[config.mk]
export PLATFORM = sky130hd
export DESIGN_NAME = power_sequencer
export DESIGN_NICKNAME = d
export VERILOG_FILES = /design/src/rtl/power_seq_pkg.sv /design/src/rtl/power_sequencer_delay_counter.sv /design/src/rtl/power_sequencer.sv
export SDC_FILE = /design/constraint.sdc
export NUM_CORES = 1
export LEC_CHECK = 0
export CAP_MARGIN = 30
export CORE_MARGIN = 2
export CORE_UTILIZATION = 40
export CTS_CLUSTER_SIZE = 14
export DETAILED_ROUTE_END_ITERATION = 8
export GPL_TIMING_DRIVEN = 0
export PLACE_DENSITY = 0.63
export SLEW_MARGIN = 20
export SYNTH_ARGS = -nofsm -noshare
export SYNTH_HDL_FRONTEND = slang
export SYNTH_SLANG_ARGS = --single-unit
[constraint.sdc]
create_clock -name clock -period 6.5 [get_ports clock]
set_input_delay 0.65 -clock clock [delete_from_list [all_inputs] [get_ports clock]]
set_output_delay 0.65 -clock clock [all_outputs]
set_load 0.005 [all_outputs]
[src/rtl/power_seq_pkg.sv]
// Shared types and default timing for the sensor power sequencer.
package power_seq_pkg;

   typedef enum logic [2:0] {
      ST_IDLE,
      ST_RAMP_UP,
      ST_CLK_ON,
      ST_RELEASE,
      ST_READY,
      ST_RAMP_DOWN,
      ST_FAULT
   } state_t;

   localparam int unsigned DEF_NUM_RAILS  = 5;
   localparam int unsigned DEF_CNT_W      = 32;
   localparam int unsigned DEF_RST_DELAY  = 500;
   localparam int unsigned DEF_INIT_DELAY = 500;
   localparam int unsigned DEF_PG_TIMEOUT = 1000;

   // Counters fire at terminal-1 so a delay of N cycles is exactly N edges;
   // a zero delay collapses to one cycle.
   function automatic int unsigned term_m1(input int unsigned v);
      return (v == 0) ? 0 : v - 1;
   endfunction

endpackage

[src/rtl/power_sequencer_delay_counter.sv]
// Loadable up-counter with clear, enable and a terminal-match flag.
// Saturates at all-ones instead of wrapping.
module delay_counter #(
   parameter int CNT_W = 32
) (
   input  logic             clock,
   input  logic             reset_bar,
   input  logic             clear,
   input  logic             load,
   input  logic [CNT_W-1:0] load_value,
   input  logic             enable,
   input  logic [CNT_W-1:0] terminal,
   output logic [CNT_W-1:0] count,
   output logic             at_term
);

   // Load beats clear beats count; hold at all-ones rather than wrap.
   always_ff @(posedge clock or negedge reset_bar) begin
      if (!reset_bar)
         count <= '0;
      else if (load)
         count <= load_value;
      else if (clear)
         count <= '0;
      else if (enable && (count != '1))
         count <= count + 1'b1;
   end

   assign at_term = (count == terminal);

endmodule

[src/rtl/power_sequencer.sv]
// Power-up / power-down sequencer for an image sensor: staggers rail enables,
// gates the sensor external clock, then releases sensor reset.
// Optional build macro PGOOD_CHECK_EN: per-rail power-good supervision with
// timeout and drop detection; without it pg is ignored and fault stays 0.
module power_sequencer
   import power_seq_pkg::*;
#(
   parameter int NUM_RAILS  = DEF_NUM_RAILS,
   parameter int CNT_W      = DEF_CNT_W,
   parameter int RST_DELAY  = DEF_RST_DELAY,
   parameter int INIT_DELAY = DEF_INIT_DELAY,
   parameter int PG_TIMEOUT = DEF_PG_TIMEOUT
) (
   input  logic                 clock,
   input  logic                 reset_bar,
   input  logic                 start,
   input  logic                 stop,
   input  logic                 clear_fault,
   input  logic [CNT_W-1:0]     step_delay,
   input  logic [NUM_RAILS-1:0] pg,
   output logic [NUM_RAILS-1:0] rail_en,
   output logic                 extclk_en,
   output logic                 sensor_reset_bar,
   output logic                 done,
   output logic                 ready,
   output logic                 busy,
   output logic                 fault,
   output logic [3:0]           fault_rail
);

   localparam logic [CNT_W-1:0] RST_M1  = CNT_W'(term_m1(RST_DELAY));
   localparam logic [CNT_W-1:0] INIT_M1 = CNT_W'(term_m1(INIT_DELAY));
   localparam logic [CNT_W-1:0] PG_M1   = CNT_W'(term_m1(PG_TIMEOUT));

   state_t               state;
   logic [CNT_W-1:0]     d_m1;       // latched spacing minus one
   logic [CNT_W-1:0]     step_m1;
   logic [CNT_W-1:0]     count;
   logic [CNT_W-1:0]     cnt_term;
   logic [CNT_W-1:0]     cnt_load_val;
   logic                 cnt_load, cnt_clear, cnt_en, hit;
   logic                 start_req, stop_req;
   logic                 pg_wait;    // last raised rail still waiting for pg
   logic                 pg_seen;
   logic                 fault_req;
   logic [3:0]           fault_idx;
   logic [NUM_RAILS-1:0] top_rail;   // highest enabled rail (rails fill from bit 0)

   assign step_m1   = (step_delay == '0) ? '0 : step_delay - 1'b1;
   assign start_req = (state == ST_IDLE) && start && !stop;
   assign stop_req  = stop && (state inside {ST_RAMP_UP, ST_CLK_ON, ST_RELEASE, ST_READY});
   assign top_rail  = rail_en & ~(rail_en >> 1);

   // Preloading D-1 on entry to either ramp makes the first rail step one cycle later.
   assign cnt_load     = start_req || stop_req;
   assign cnt_load_val = (state == ST_IDLE) ? step_m1 : d_m1;
   assign cnt_clear    = hit || pg_seen;
   assign cnt_en       = state inside {ST_RAMP_UP, ST_CLK_ON, ST_RELEASE, ST_RAMP_DOWN};

   // Terminal for whichever delay the current state is timing.
   always_comb begin
      cnt_term = '0;
      case (state)
         ST_RAMP_UP:   cnt_term = pg_wait ? PG_M1 : d_m1;
         ST_CLK_ON:    cnt_term = RST_M1;
         ST_RELEASE:   cnt_term = INIT_M1;
         ST_RAMP_DOWN: cnt_term = d_m1;
         default:      cnt_term = '0;
      endcase
   end

   delay_counter #(.CNT_W(CNT_W)) u_cnt (
      .clock      (clock),
      .reset_bar  (reset_bar),
      .clear      (cnt_clear),
      .load       (cnt_load),
      .load_value (cnt_load_val),
      .enable     (cnt_en),
      .terminal   (cnt_term),
      .count      (count),
      .at_term    (hit)
   );

`ifdef PGOOD_CHECK_EN
   function automatic logic [3:0] lowest_idx(input logic [NUM_RAILS-1:0] v);
      lowest_idx = '0;
      for (int i = NUM_RAILS - 1; i >= 0; i--)
         if (v[i]) lowest_idx = 4'(i);
   endfunction

   assign pg_seen = (state == ST_RAMP_UP) && pg_wait && |(top_rail & pg);

   // Fault on pg timeout during ramp-up, or any enabled rail losing pg once up.
   always_comb begin
      fault_req = 1'b0;
      fault_idx = '0;
      if ((state == ST_RAMP_UP) && pg_wait && !pg_seen && hit) begin
         fault_req = 1'b1;
         fault_idx = 4'($countones(rail_en) - 1);
      end else if ((state inside {ST_CLK_ON, ST_RELEASE, ST_READY}) && |(rail_en & ~pg)) begin
         fault_req = 1'b1;
         fault_idx = lowest_idx(rail_en & ~pg);
      end
   end
`else
   logic unused_pg;
   assign unused_pg = ^pg;
   assign pg_seen   = 1'b0;
   assign fault_req = 1'b0;
   assign fault_idx = '0;
`endif

   // Sequencer FSM; every output is a register updated here.
   always_ff @(posedge clock or negedge reset_bar) begin
      if (!reset_bar) begin
         state            <= ST_IDLE;
         d_m1             <= '0;
         pg_wait          <= 1'b0;
         rail_en          <= '0;
         extclk_en        <= 1'b0;
         sensor_reset_bar <= 1'b0;
         done             <= 1'b0;
         ready            <= 1'b0;
         busy             <= 1'b0;
         fault            <= 1'b0;
         fault_rail       <= '0;
      end else begin
         done <= 1'b0;
         if (fault_req) begin
            state            <= ST_FAULT;
            pg_wait          <= 1'b0;
            rail_en          <= '0;
            extclk_en        <= 1'b0;
            sensor_reset_bar <= 1'b0;
            ready            <= 1'b0;
            busy             <= 1'b0;
            fault            <= 1'b1;
            fault_rail       <= fault_idx;
         end else if (stop_req) begin
            state            <= ST_RAMP_DOWN;
            pg_wait          <= 1'b0;
            extclk_en        <= 1'b0;
            sensor_reset_bar <= 1'b0;
            ready            <= 1'b0;
            busy             <= 1'b1;
         end else begin
            case (state)
               ST_IDLE: begin
                  if (start_req) begin
                     state <= ST_RAMP_UP;
                     d_m1  <= step_m1;
                     busy  <= 1'b1;
                  end
               end
               ST_RAMP_UP: begin
                  if (pg_wait) begin
                     if (pg_seen) pg_wait <= 1'b0;
                  end else if (hit) begin
                     if (&rail_en) begin
                        state     <= ST_CLK_ON;
                        extclk_en <= 1'b1;
                     end else begin
                        rail_en <= (rail_en << 1) | NUM_RAILS'(1);
`ifdef PGOOD_CHECK_EN
                        pg_wait <= 1'b1;
`endif
                     end
                  end
               end
               ST_CLK_ON: begin
                  if (hit) begin
                     state            <= ST_RELEASE;
                     sensor_reset_bar <= 1'b1;
                  end
               end
               ST_RELEASE: begin
                  if (hit) begin
                     state <= ST_READY;
                     done  <= 1'b1;
                     ready <= 1'b1;
                     busy  <= 1'b0;
                  end
               end
               ST_READY: ;
               ST_RAMP_DOWN: begin
                  if (hit) begin
                     rail_en <= rail_en >> 1;
                     if ((rail_en >> 1) == '0) begin
                        state <= ST_IDLE;
                        busy  <= 1'b0;
                     end
                  end
               end
               ST_FAULT: begin
                  if (clear_fault) begin
                     state <= ST_IDLE;
                     fault <= 1'b0;
                  end
               end
               default: state <= ST_IDLE;
            endcase
         end
      end
   end

endmodule
==> Word level (Yosys, flattened, before mapping) <==
Cells that the tools add are included.
Widths: inputs -> output; s select.
{ "totals": {"regBits": 78, "elab_cells": 109, "input_bits": 42, "output_inout_bits": 15} }
{ "op_classes": {"n_eq_ne": 23, "n_reduce_logical": 28, "mux": 45, "addsub": 2, "bitwise": 1} }
{ "ops": {"columns": ["cell", "n"], "rows": [
  ["$mux 32", 6],
  ["$pmux 32 s3", 1],
  ["$add 32x1->32 const B", 1],
  ["$eq 32x32->1", 1],
  ["$logic_not 32->1", 1],
  ["$ne 32x32->1 const B", 1],
  ["$sub 32x1->32 const B", 1],
  ["$mux 3", 10],
  ["$mux 1", 21],
  ["$ne 3x3->1 const B", 7],
  ["$pmux 3 s7", 1],
  ["$mux 5", 4],
  ["$ne 2x2->1 const B", 6],
  ["$reduce_bool 2->1", 6],
  ["$reduce_bool 4->1", 3],
  ["$pmux 5 s2", 1],
  ["$reduce_and 10->1", 1],
  ["$reduce_and 5->1", 2],
  ["$eq 3x3->1 const B", 3],
  ["$eq 3x2->1 const B", 2],
  ["$ne 3x2->1 const B", 2],
  ["$reduce_and 6->1", 1],
  ["$logic_not 5->1", 1],
  ["$logic_and 1x1->1", 4],
  ["other kinds (11)", 12]
]} }

==> Longest topological paths before layout <==
Gate-level depths: netlist of run 1.
{ "depth": {"word_depth": 8, "ltp_mapped": 11, "mapped_depth_nobuf": 9} }

==> Modules after synthesis <==
Synthesis of run 1 repeated with hierarchy kept, for this count alone.
{ "unflattened": {"cells_unflattened": 704, "area_unflattened_um2": 5841.9} }
{ "by_module_without_submodules": {"columns": ["module", "seq_area_each_um2", "area_each_um2", "instances", "cells_each"], "rows": [
  ["power_sequencer", 1126.1, 3245.6, 1, 398],
  ["delay_counter", 800.8, 2596.2, 1, 306]
]} }

==> Worst setup path before layout of run 1 <==
No wires, ideal clock.
{ "synth_path": {"kind": "input -> register", "startpoint": "input port step_delay[20]", "endpoint": "register u_cnt.count[21]", "t_arrival_ns": 2.710, "cell_stages": 9, "path_slack_ns": 3.656, "n_path_buf": 2, "setup_time_ns": 0.135, "cell_sequence": "or4_1 -> buf_2 -> or2_1 -> nor4b_4 -> or2_1 -> buf_6 -> nor2_2 -> a2111oi_2 -> a211oi_1"} }
{ "synth_via": {"elab_chain_len": 4, "word_cells_on_any_way": 5} }
{ "synth_rtl": {"columns": ["item", "line_no", "source"], "rows": [
  ["start, declared", "power_sequencer.sv:19", "input logic [CNT_W-1:0] step_delay,"],
  ["$sub 32x1->32 / $logic_not 32->1 (equally long branches)", "power_sequencer.sv:49", "assign step_m1 = (step_delay == '0) ? '0 : step_delay - 1'b1;"],
  ["$mux 32 (*)", "power_sequencer.sv:49", null],
  ["$mux 32 (*)", "power_sequencer.sv:56", "assign cnt_load_val = (state == ST_IDLE) ? step_m1 : d_m1;"],
  ["$mux 32 (*)", "power_sequencer_delay_counter.sv:21", "else if (load)"],
  ["end signal, assigned", "power_sequencer_delay_counter.sv:22", "count <= load_value;"],
  ["end signal, assigned", "power_sequencer_delay_counter.sv:26", "count <= count + 1'b1;"],
  ["end, declared", "power_sequencer_delay_counter.sv:13", "output logic [CNT_W-1:0] count,"]
]} }
Every way passes the cells marked *; elsewhere a longest branch is shown, timed or not.
A chain may end at the register's enable or synchronous reset.

==> Worst setup path after layout of run 1 <==
{ "layout_path": {"startpoint": "register u_cnt.count[2]", "endpoint": "register u_cnt.count[4]"} }
{ "layout_via": {"elab_chain_len": 4, "word_cells_on_any_way": 8} }
{ "layout_rtl": {"columns": ["item", "line_no", "source"], "rows": [
  ["$add 32x1->32", "power_sequencer_delay_counter.sv:26", null],
  ["$mux 32", "power_sequencer_delay_counter.sv:25", "else if (enable && (count != '1))"],
  ["$mux 32", "power_sequencer_delay_counter.sv:23", "else if (clear)"],
  ["$mux 32", "power_sequencer_delay_counter.sv:21", null]
]} }
Several ways; a longest one is shown, not always the timed one. The select of a mux whose other input is x is not followed.

==> impl_metrics.py, run 1 <==
metrics = {
    "outcome": {
        "status": "completed",
    },
    "setup_path": {
        "cp_max_fo": 10,
        "ff2ff_setup_slack_ns": 2.66,
        "critPathMaxStageDelay_ns": 0.61,
        "critical_path_required_ns": 6.70,
        "cp-start-kind": "flop",
        "slowest_stage": "nor2_1",
        "cp_num_buf_inv": 3,
        "cp.arrival_ns": 4.04,
        "crit_path_end_kind": "flop",
        "path_class": "reg2reg",
        "crit_family": "simple AND/OR/NAND/NOR gates",
        "crit_path_cell_trace": "clkbuf_1, nand4_1, nor4_1, and3_1, clkbuf_1, a21o_1, nand2_1, nor2_1, buf_2, a22oi_1",
        "crit_top_cell": "clkbuf_1",
    },
    "timing": {
        "final.setup.worst_slack_ns": 2.66,
        "finalSetupViolCount": 0,
        "clock_skew_ns": 0.00787,
        "hold_violations": 0,
        "rsz0062_at_grt": "no",
        "drv_slew": 0,
        "min_period_over_period": 0.590,
        "final.setup.tns_ns": 0,
        "max_slew.worst_pin.slew_ns": 0.870,
        "relSlewSlack": 0.420,
        "max_freq_mhz": 261,
        "finalHoldWorstSlack_ns": 0.251,
        "min_period_ns": 3.84,
    },
    "yosys": {
        "synth-edff-count": 0,
        "yosysTopAreaCell": "dfrtp_1",
        "synth.most_common_cell": "dfrtp_1",
        "syn_avg_cell_area_um2": 8.23,
        "synth_cell_type_count": 75,
        "seq_area_frac_synth": 0.328,
        "synth_area_mm2": 0.00588,
        "yosys_warnings": 0,
        "syn-instance-count": 714,
        "async_reset_ff_frac": 1.00,
        "synth-seq-cells": 77,
        "ys.flop_type": "dfrtp_1",
        "yosys-top-cells-count": "77 x dfrtp_1, 66 x nor2_1, 62 x nand2_1",
        "netlist.area_leader.share": 0.328,
        "synth_area_leaders": "dfrtp_1 33%, nor2_1 4.2%, xnor2_1 4.0%, nand2_1 4.0%, xor2_1 3.4%",
    },
    "clocking": {
        "clk_latency_ns": 0.34,
        "cts_tree": "done",
        "cts_setup_buffers": 0,
        "numCtsBuffers": 9,
        "root_buffer": "clkbuf_16",
        "hold_buffers": 0,
        "cts_buffer_depth": 2,
        "cts_resized": 0,
        "clk_pin_slew_worst_paths_ns": 0.06,
        "htreeDepth": 3,
        "cts.sinks": 77,
    },
    "placement": {
        "place_congestion": 0.945,
        "hpwl_um": 15500,
        "io_buffers": 46,
        "dp_worst_setup_slack_ns": 2.45,
        "place_area_mm2": 0.00661,
    },
    "detailed_routing": {
        "postRouteAntennaNets": 0,
        "drt_wl_total_um": 20700,
        "wl_per_cell_um": 21.4,
        "initialDrtViolationCount": 634,
        "viasPerCell": 6.34,
        "via_count": 6122,
        "firstDrtPassIters": 7,
        "drc": 0,
    },
    "layout": {
        "n_antenna_cell": 0,
        "drive_above_1_share": 0.0717,
        "area_growth_pct": 16.9,
        "finalNetCount": 821,
        "final_area_mm2": 0.00687,
    },
    "floorplanning": {
        "initial_core_util": 0.407,
        "core-area_mm2": 0.0144,
        "dieHeight_um": 125,
        "dieArea_mm2": 0.0157,
        "boundaryPins": 57,
        "num_rows": 44,
        "die_w_um": 125,
    },
    "global_route": {
        "grt_use_total": 0.262,
        "grt_max_degree": 49,
        "antenna_found_initial": 0,
        "grt_pass1_wl_um": 32400,
        "grt_pass1_vias": 5717,
        "gr-total-overflow": 0,
    },
    "power": {
        "powerDensity_mw_per_mm2": 297,
        "power_w": 0.00204,
        "vdd_drop_max_mv": 0.133,
        "cellLeakagePower_nw": 2.76,
    },
    "worst_hold_path": {
        "hp-class": "in2async",
    },
    "run": {
        "drv_cap": 0,
    },
}
[area by class of cell]
cell class / instances / area, um2
well taps: 184 / 230
fillers: 1450 / 7550
plain buffers: 55 / 243
flip-flops and latches: 77 / 1930
repair buffers: 48 / 490
clock inverters: 2 / 10.0
inverters: 29 / 109
multi-input cells: 557 / 3610
clock buffers: 13 / 250
[cells by family (layout without fill, tap and decap cells)]
family	after synthesis	in the layout	share of synthesized area
and+or+nand+nor	279	279	0.256
AOI/OAI and AO/OA	206	206	0.249
buffers and inverters	84	147	0.0598
DFF	77	77	0.328
xor gates and xnor gates	50	50	0.0745
muxes	15	15	0.0273
adders and majority gates	2	2	0.00426
other	1	5	0.000638
[flip-flops by register name (all words and copies together), names as in the netlist]
signal,cells
sensor_reset_bar,1
d_m1,32
ready,1
u_cnt.count,32
rail_en,5
extclk_en,1
busy,1
done,1
state,3
[layer usage]
metal,vias to the layer above,share of wire,GRT usage
met3,40,0.071,0.0458
met5,-,0,0
met4,0,0.024,0.0928
met2,295,0.47,0.428
li1,2810,-,-
met1,2977,0.44,0.352
[worst paths after layout]
check / from / endpoint / cells past startpoint
max: u_cnt.count[2]$_DFFE_PN0P_ / u_cnt.count[4]$_DFFE_PN0P_ / 10
min: reset_bar / sensor_reset_bar$_DFFE_PN0P_ / 1
max reg2reg: u_cnt.count[2]$_DFFE_PN0P_ / u_cnt.count[4]$_DFFE_PN0P_ / 10
min reg2reg: ready$_DFFE_PN0P_ / ready$_DFFE_PN0P_ / 2
max in group asynchronous: reset_bar / d_m1[16]$_DFFE_PN0P_ / 2
min in group clock: ready$_DFFE_PN0P_ / ready$_DFFE_PN0P_ / 2
[per-stage QoR]
step,util,std cells
3_5_place_dp,0.458,950
3_3_place_gp,0.456,948
6_report,0.476,965
5_1_grt,0.476,965
4_1_cts,0.476,965
2_1_floorplan,-,718
[where the power goes]
part	internal (W)	leakage, nW	total (W)	switching [W]
clock network	0.000266	0.129	0.000464	0.000198
logic	0.000355	1.61	0.000842	0.000487
registers	0.000596	1.02	0.000737	0.000141
total	0.00122	2.76	0.00204	0.000826
[layout by cell type (no fill, tap or decap), types with 26 or more instances in the layout]
cell type,count
nor2_1,66
inv_1,29
clkbuf_1,44
nand2_1,62
clkdlybuf4s50_1,45
nor3_1,27
o21ai_0,26
a21oi_1,28
dfrtp_1,77
a31oi_1,27
xnor2_1,27
No activity file was read; power rests on OpenSTA's default activity.
==> run 2: changes to the inputs <==
PLACE_DENSITY = 0.66   (was 0.63)
clock period = 3.5 ns   (was 6.5 ns; I/O delays follow)
==> run 2 against run 1 <==
Via count about the same. Maximum frequency rose by 13%. Design area grew 0.60%. Cell count grew 0.10%. Power up 85%. Sequential power increased by 89%. Largest cell class unchanged. Combinational power grew 82%. Register-to-register slack worse by 2.5 ns. Wire length down 0.60%. Critical endpoint is now u_cnt.count[22]$_DFFE_PN0P_. Flip-flop and latch count unchanged. Clock skew grew 0.0012 ns.
==> impl_metrics.py, run 2 (synthesis gave the netlist of run 1 again) <==
metrics = {
    "power": {
        "powerDensity_mw_per_mm2": 547,
        "power_w": 0.00378,
        "vdd_drop_max_mv": 0.237,
        "cellLeakagePower_nw": 2.78,
    },
    "run": {
        "drv_cap": 0,
    },
    "timing": {
        "rsz0062_at_grt": "no",
        "max_freq_mhz": 295,
        "max_slew.worst_pin.slew_ns": 0.852,
        "relSlewSlack": 0.431,
        "finalSetupViolCount": 0,
        "clock_skew_ns": 0.00904,
        "min_period_over_period": 0.967,
        "hold_violations": 0,
        "min_period_ns": 3.39,
        "finalHoldWorstSlack_ns": 0.478,
        "final.setup.tns_ns": 0,
        "drv_slew": 0,
    },
    "floorplanning": {
        "boundaryPins": 57,
        "dieHeight_um": 125,
        "num_rows": 44,
        "dieArea_mm2": 0.0157,
        "core-area_mm2": 0.0144,
        "die_w_um": 125,
        "initial_core_util": 0.407,
    },
    "detailed_routing": {
        "firstDrtPassIters": 5,
        "wl_per_cell_um": 21.3,
        "postRouteAntennaNets": 0,
        "drt_wl_total_um": 20600,
        "drc": 0,
        "via_count": 6118,
        "viasPerCell": 6.33,
        "initialDrtViolationCount": 604,
    },
    "setup_path": {
        "r2r_cells": 10,
        "path_class": "reg2reg",
        "critPathMaxStageDelay_ns": 0.51,
        "cp.arrival_ns": 3.60,
        "cp-start-kind": "flop",
        "crit_path_cell_trace": "nand2b_1, clkbuf_1, buf_2, nor2_1, o32ai_1, and4_1, nand4_2, clkbuf_2, a221oi_1, a211oi_1",
        "crit_path_end_kind": "flop",
        "slowest_stage": "dfrtp_1",
        "cp_max_fo": 10,
        "critical_path_required_ns": 3.72,
    },
    "global_route": {
        "grt_pass1_vias": 5799,
        "antenna_found_initial": 0,
        "grt_pass1_wl_um": 32200,
        "grt_use_total": 0.263,
        "gr-total-overflow": 0,
        "grt_max_degree": 50,
    },
    "layout": {
        "register_area_mm2": 0.00193,
        "final_common_cell": "dfrtp_1",
        "area_growth_pct": 17.6,
        "final_area_mm2": 0.00691,
        "reg_top3": "d_m1 x32, u_cnt.count x32, rail_en x5",
        "n_fill_cell": 1447,
        "n_antenna_cell": 0,
        "drive_above_1_share": 0.0818,
        "finalNetCount": 821,
        "multi_input_area_mm2": 0.00364,
        "mostFrequentLayoutCells": "77 x dfrtp_1, 65 x nor2_1, 62 x nand2_1",
        "stdcell_count": 966,
    },
    "clocking": {
        "clk_pin_slew_worst_paths_ns": 0.06,
        "htreeDepth": 3,
        "numCtsBuffers": 9,
        "cts_tree": "done",
        "clk_latency_ns": 0.35,
        "cts.sinks": 77,
        "cts_buffer_depth": 2,
        "cts_setup_buffers": 0,
        "root_buffer": "clkbuf_16",
    },
    "placement": {
        "io_buffers": 46,
        "place_congestion": 0.970,
        "placed_cells": 950,
        "place_area_mm2": 0.00661,
        "hpwl_um": 15500,
    },
    "worst_hold_path": {
        "hp-class": "in2async",
    },
    "outcome": {
        "status": "completed",
    },
}
## run 2: cell types whose count changed in the layout (fill, tap and decap cells not counted)
cell and delta:
nor4b_2 -1, clkbuf_8 -1, nor4_1 -2, nor4b_4 +1, dlygate4sd3_1 +1, clkinvlp_4 +2, nor4_2 +2, nor2_4 +1
nor2_1 -1, clkbuf_2 +4, clkbuf_1 -5
## run 2: through the flow
stage	worst slack (ns)	util
2_1_floorplan	0.891	-
3_3_place_gp	-0.827	0.456
3_5_place_dp	-0.321	0.458
4_1_cts	0.00635	0.478
5_1_grt	0.00711	0.479
6_report	0.115	0.479
## run 2: cell type report
class / count / share of cell area
clock buffer: 12 / 0.0342
sequential: 77 / 0.279
tap: 184 / 0.0333
buffer: 54 / 0.0353
inverter: 29 / 0.0157
multi-input combinational: 557 / 0.527
clock inverter: 4 / 0.00362
timing repair buffer: 49 / 0.0724
## run 2: worst paths after layout
path                                            from                          end  slack (ns)
worst max-delay path            state[1]$_DFFE_PN0P_  u_cnt.count[22]$_DFFE_PN0P_        0.11
worst min-delay path                       reset_bar         state[2]$_DFFE_PN0P_        0.48
worst max register to register  state[1]$_DFFE_PN0P_  u_cnt.count[22]$_DFFE_PN0P_        0.11
worst min register to register     ready$_DFFE_PN0P_            ready$_DFFE_PN0P_        0.53
max in group asynchronous                  reset_bar   u_cnt.count[0]$_DFFE_PN0P_        2.42
min in group clock                 ready$_DFFE_PN0P_            ready$_DFFE_PN0P_        0.53
## run 2: routing by layer
metal	share of wire	vias to the layer above	GRT usage
met5	0	-	0
met4	0.032	0	0.107
met3	0.088	44	0.0543
met2	0.46	292	0.420
met1	0.42	2970	0.349
li1	-	2812	-
## run 2: timing repair
item	CTS	global route
hold buffers	1	0
gates cloned	0	0
gates resized for setup	2	11
endpoints found under the setup margin	11	27
hold endpoints to repair	28	0
## run 2: report_power, final
group | total [W] | internal (W) | switching [W] | leakage [nW]
sequential | 0.00139 | 0.00111 | 0.000278 | 1.02
clock | 0.000863 | 0.000479 | 0.000385 | 0.123
combinational | 0.00153 | 0.000660 | 0.000872 | 1.63
total | 0.00378 | 0.00225 | 0.00153 | 2.78
## run 2: critical path: cells and delay by family (launching register included)
| kind | cells | cell delay (ns) |
|---|---|---|
| compound gates | 3 | 0.74 |
| simple gates | 4 | 0.92 |
| flops | 1 | 0.51 |
| buf+inv | 3 | 1.07 |
==> run 3: changes to the inputs <==
CORE_MARGIN = not set   (was 2)
==> run 3 against run 2 <==
Power increased by 2.7%. Count of clock-buffer cells in the layout down 2. Via count is 0.47% lower. Global-route usage up 1.6 points. Clock power up 7.6%. Register-to-register slack gained 0.10 ns. Hold slack improved by 0.030 ns. Non-clock buffer count up 4. Largest cell class unchanged.
==> impl_metrics.py, run 3 (synthesis gave the netlist of run 1 again) <==
metrics = {
    "outcome": {
        "status": "completed",
    },
    "floorplanning": {
        "core-area_mm2": 0.0141,
        "initial_core_util": 0.417,
        "num_rows": 43,
        "die_w_um": 123,
        "boundaryPins": 57,
        "dieArea_mm2": 0.0152,
        "dieHeight_um": 123,
    },
    "clocking": {
        "numCtsBuffers": 9,
        "clk_latency_ns": 0.34,
        "clk_pin_slew_worst_paths_ns": 0.06,
        "cts_tree": "done",
        "root_buffer": "clkbuf_16",
        "cts.sinks": 77,
        "cts_buffer_depth": 2,
        "htreeDepth": 3,
    },
    "timing": {
        "min_period_over_period": 0.938,
        "final.setup.tns_ns": 0,
        "relSlewSlack": 0.438,
        "max_freq_mhz": 305,
        "hold_violations": 0,
        "rsz0062_at_grt": "no",
        "max_slew.worst_pin.slew_ns": 0.841,
        "min_period_ns": 3.28,
        "finalSetupViolCount": 0,
        "finalHoldWorstSlack_ns": 0.508,
        "clock_skew_ns": 0.00497,
        "final.setup.worst_slack_ns": 0.216,
        "drv_slew": 0,
    },
    "power": {
        "power_frac_comb": 0.408,
        "p_switching_w": 0.00156,
        "power_frac_seq": 0.353,
        "powerDensity_mw_per_mm2": 557,
        "power_frac_clock": 0.239,
        "p_int_w": 0.00232,
        "swShare": 0.403,
        "cellLeakagePower_nw": 2.82,
        "vdd_drop_max_mv": 0.280,
    },
    "global_route": {
        "antenna_found_initial": 0,
        "met2_usage": 0.436,
        "grt_pass1_wl_um": 31400,
        "grtUsageMet3": 0.0590,
        "gr-total-overflow": 0,
        "use_met1": 0.368,
        "grt_use_total": 0.279,
        "grt_pass1_vias": 5633,
        "grt_max_degree": 45,
        "busiest_layer": "met2",
    },
    "detailed_routing": {
        "viasPerCell": 6.31,
        "initialDrtViolationCount": 590,
        "wl_per_cell_um": 21.2,
        "postRouteAntennaNets": 0,
        "drt_wl_total_um": 20500,
        "via_count": 6089,
        "drc": 0,
        "firstDrtPassIters": 8,
    },
    "layout": {
        "area_growth_pct": 18.5,
        "finish.utilization": 0.494,
        "n_antenna_cell": 0,
        "mostFrequentLayoutCells": "77 x dfrtp_1, 65 x nor2_1, 62 x nand2_1",
        "final_common_cell": "dfrtp_1",
        "drive_above_1_share": 0.0866,
        "reg_top3": "d_m1 x32, u_cnt.count x32, rail_en x5",
        "finalNetCount": 825,
    },
    "placement": {
        "dp_worst_setup_slack_ns": -0.228,
        "place_congestion": 0.926,
        "io_buffers": 46,
        "hpwl_um": 15300,
    },
    "setup_path": {
        "crit_path_end_kind": "flop",
        "cp.arrival_ns": 3.50,
        "path_class": "in2reg",
        "cp_max_fo": 10,
        "cp-start-kind": "input port",
        "critical_path_required_ns": 3.71,
    },
    "worst_hold_path": {
        "hp-class": "in2async",
    },
    "run": {
        "drv_cap": 0,
    },
}
==> run 3: routing by layer <==
layer,routed length (um),up-vias,share of wire
met2,9310,325,0.45
met1,8640,2907,0.42
li1,-,2808,-
met4,626,0,0.031
met3,1910,49,0.093
met5,0,-,0
==> run 3: through the flow <==
stage | area (um2) | power [W] | instances
finish | 6960 | 0.00388 | 965
CTS | 6910 | 0.00384 | 961
floorplan | 5890 | 0.00236 | 718
global route | 6960 | 0.00410 | 965
global placement | 6580 | 0.00286 | 944
detailed placement | 6600 | 0.00290 | 945
==> run 3: final cells by class <==
cell class                 count  area [um2]
buffer                        55         248
clock buffer                  10         229
clock inverter                 5        52.6
fill                        1401        7130
inverter                      29         109
multi-input combinational    557        3650
sequential                    77        1930
tap                          180         225
timing repair buffer          52         523
==> run 3: power groups by stage <==
stage | sequential (W) | combinational (W) | clock, W
after CTS | 0.00136 | 0.00154 | 0.000936
after global placement | 0.00137 | 0.00150 | 0
final | 0.00137 | 0.00158 | 0.000929
after global routing | 0.00141 | 0.00172 | 0.000971
after detailed placement | 0.00138 | 0.00153 | 0
after floorplan | 0.00130 | 0.00106 | 0
==> run 3: critical path, cell delays in order <==
cell and delay, ns:
clkdlybuf4s50_1 0.47, inv_1 0.09, ha_1 0.21, nor4b_2 0.58, nand3_1 0.40, nor4b_4 0.36
buf_4 0.19, or2_1 0.12, buf_6 0.16, o21ai_0 0.18, a311oi_1 0.31, a211oi_1 0.07
==> run 3: final timing paths <==
kind	end	start	slack [ns]	depth (start not counted)
max	u_cnt.count[29]$_DFFE_PN0P_	step_delay[0]	0.22	12
min	busy$_DFFE_PN0P_	reset_bar	0.51	2
max reg2reg	u_cnt.count[0]$_DFFE_PN0P_	u_cnt.count[2]$_DFFE_PN0P_	0.22	10
min reg2reg	d_m1[5]$_DFFE_PN0P_	d_m1[5]$_DFFE_PN0P_	0.52	2
max in group asynchronous	d_m1[24]$_DFFE_PN0P_	reset_bar	2.40	3
min in group clock	d_m1[5]$_DFFE_PN0P_	d_m1[5]$_DFFE_PN0P_	0.52	2
==> run 3: timing repair <==
| action | 4_1_cts | 5_1_grt |
|---|---|---|
| buffers inserted | 0 | 3 |
| endpoints found under the setup margin | 13 | 23 |
| hold endpoints to repair | 33 | 0 |
| hold buffers | 1 | 0 |
| pin swaps | 0 | 1 |
| resized for setup | 4 | 8 |
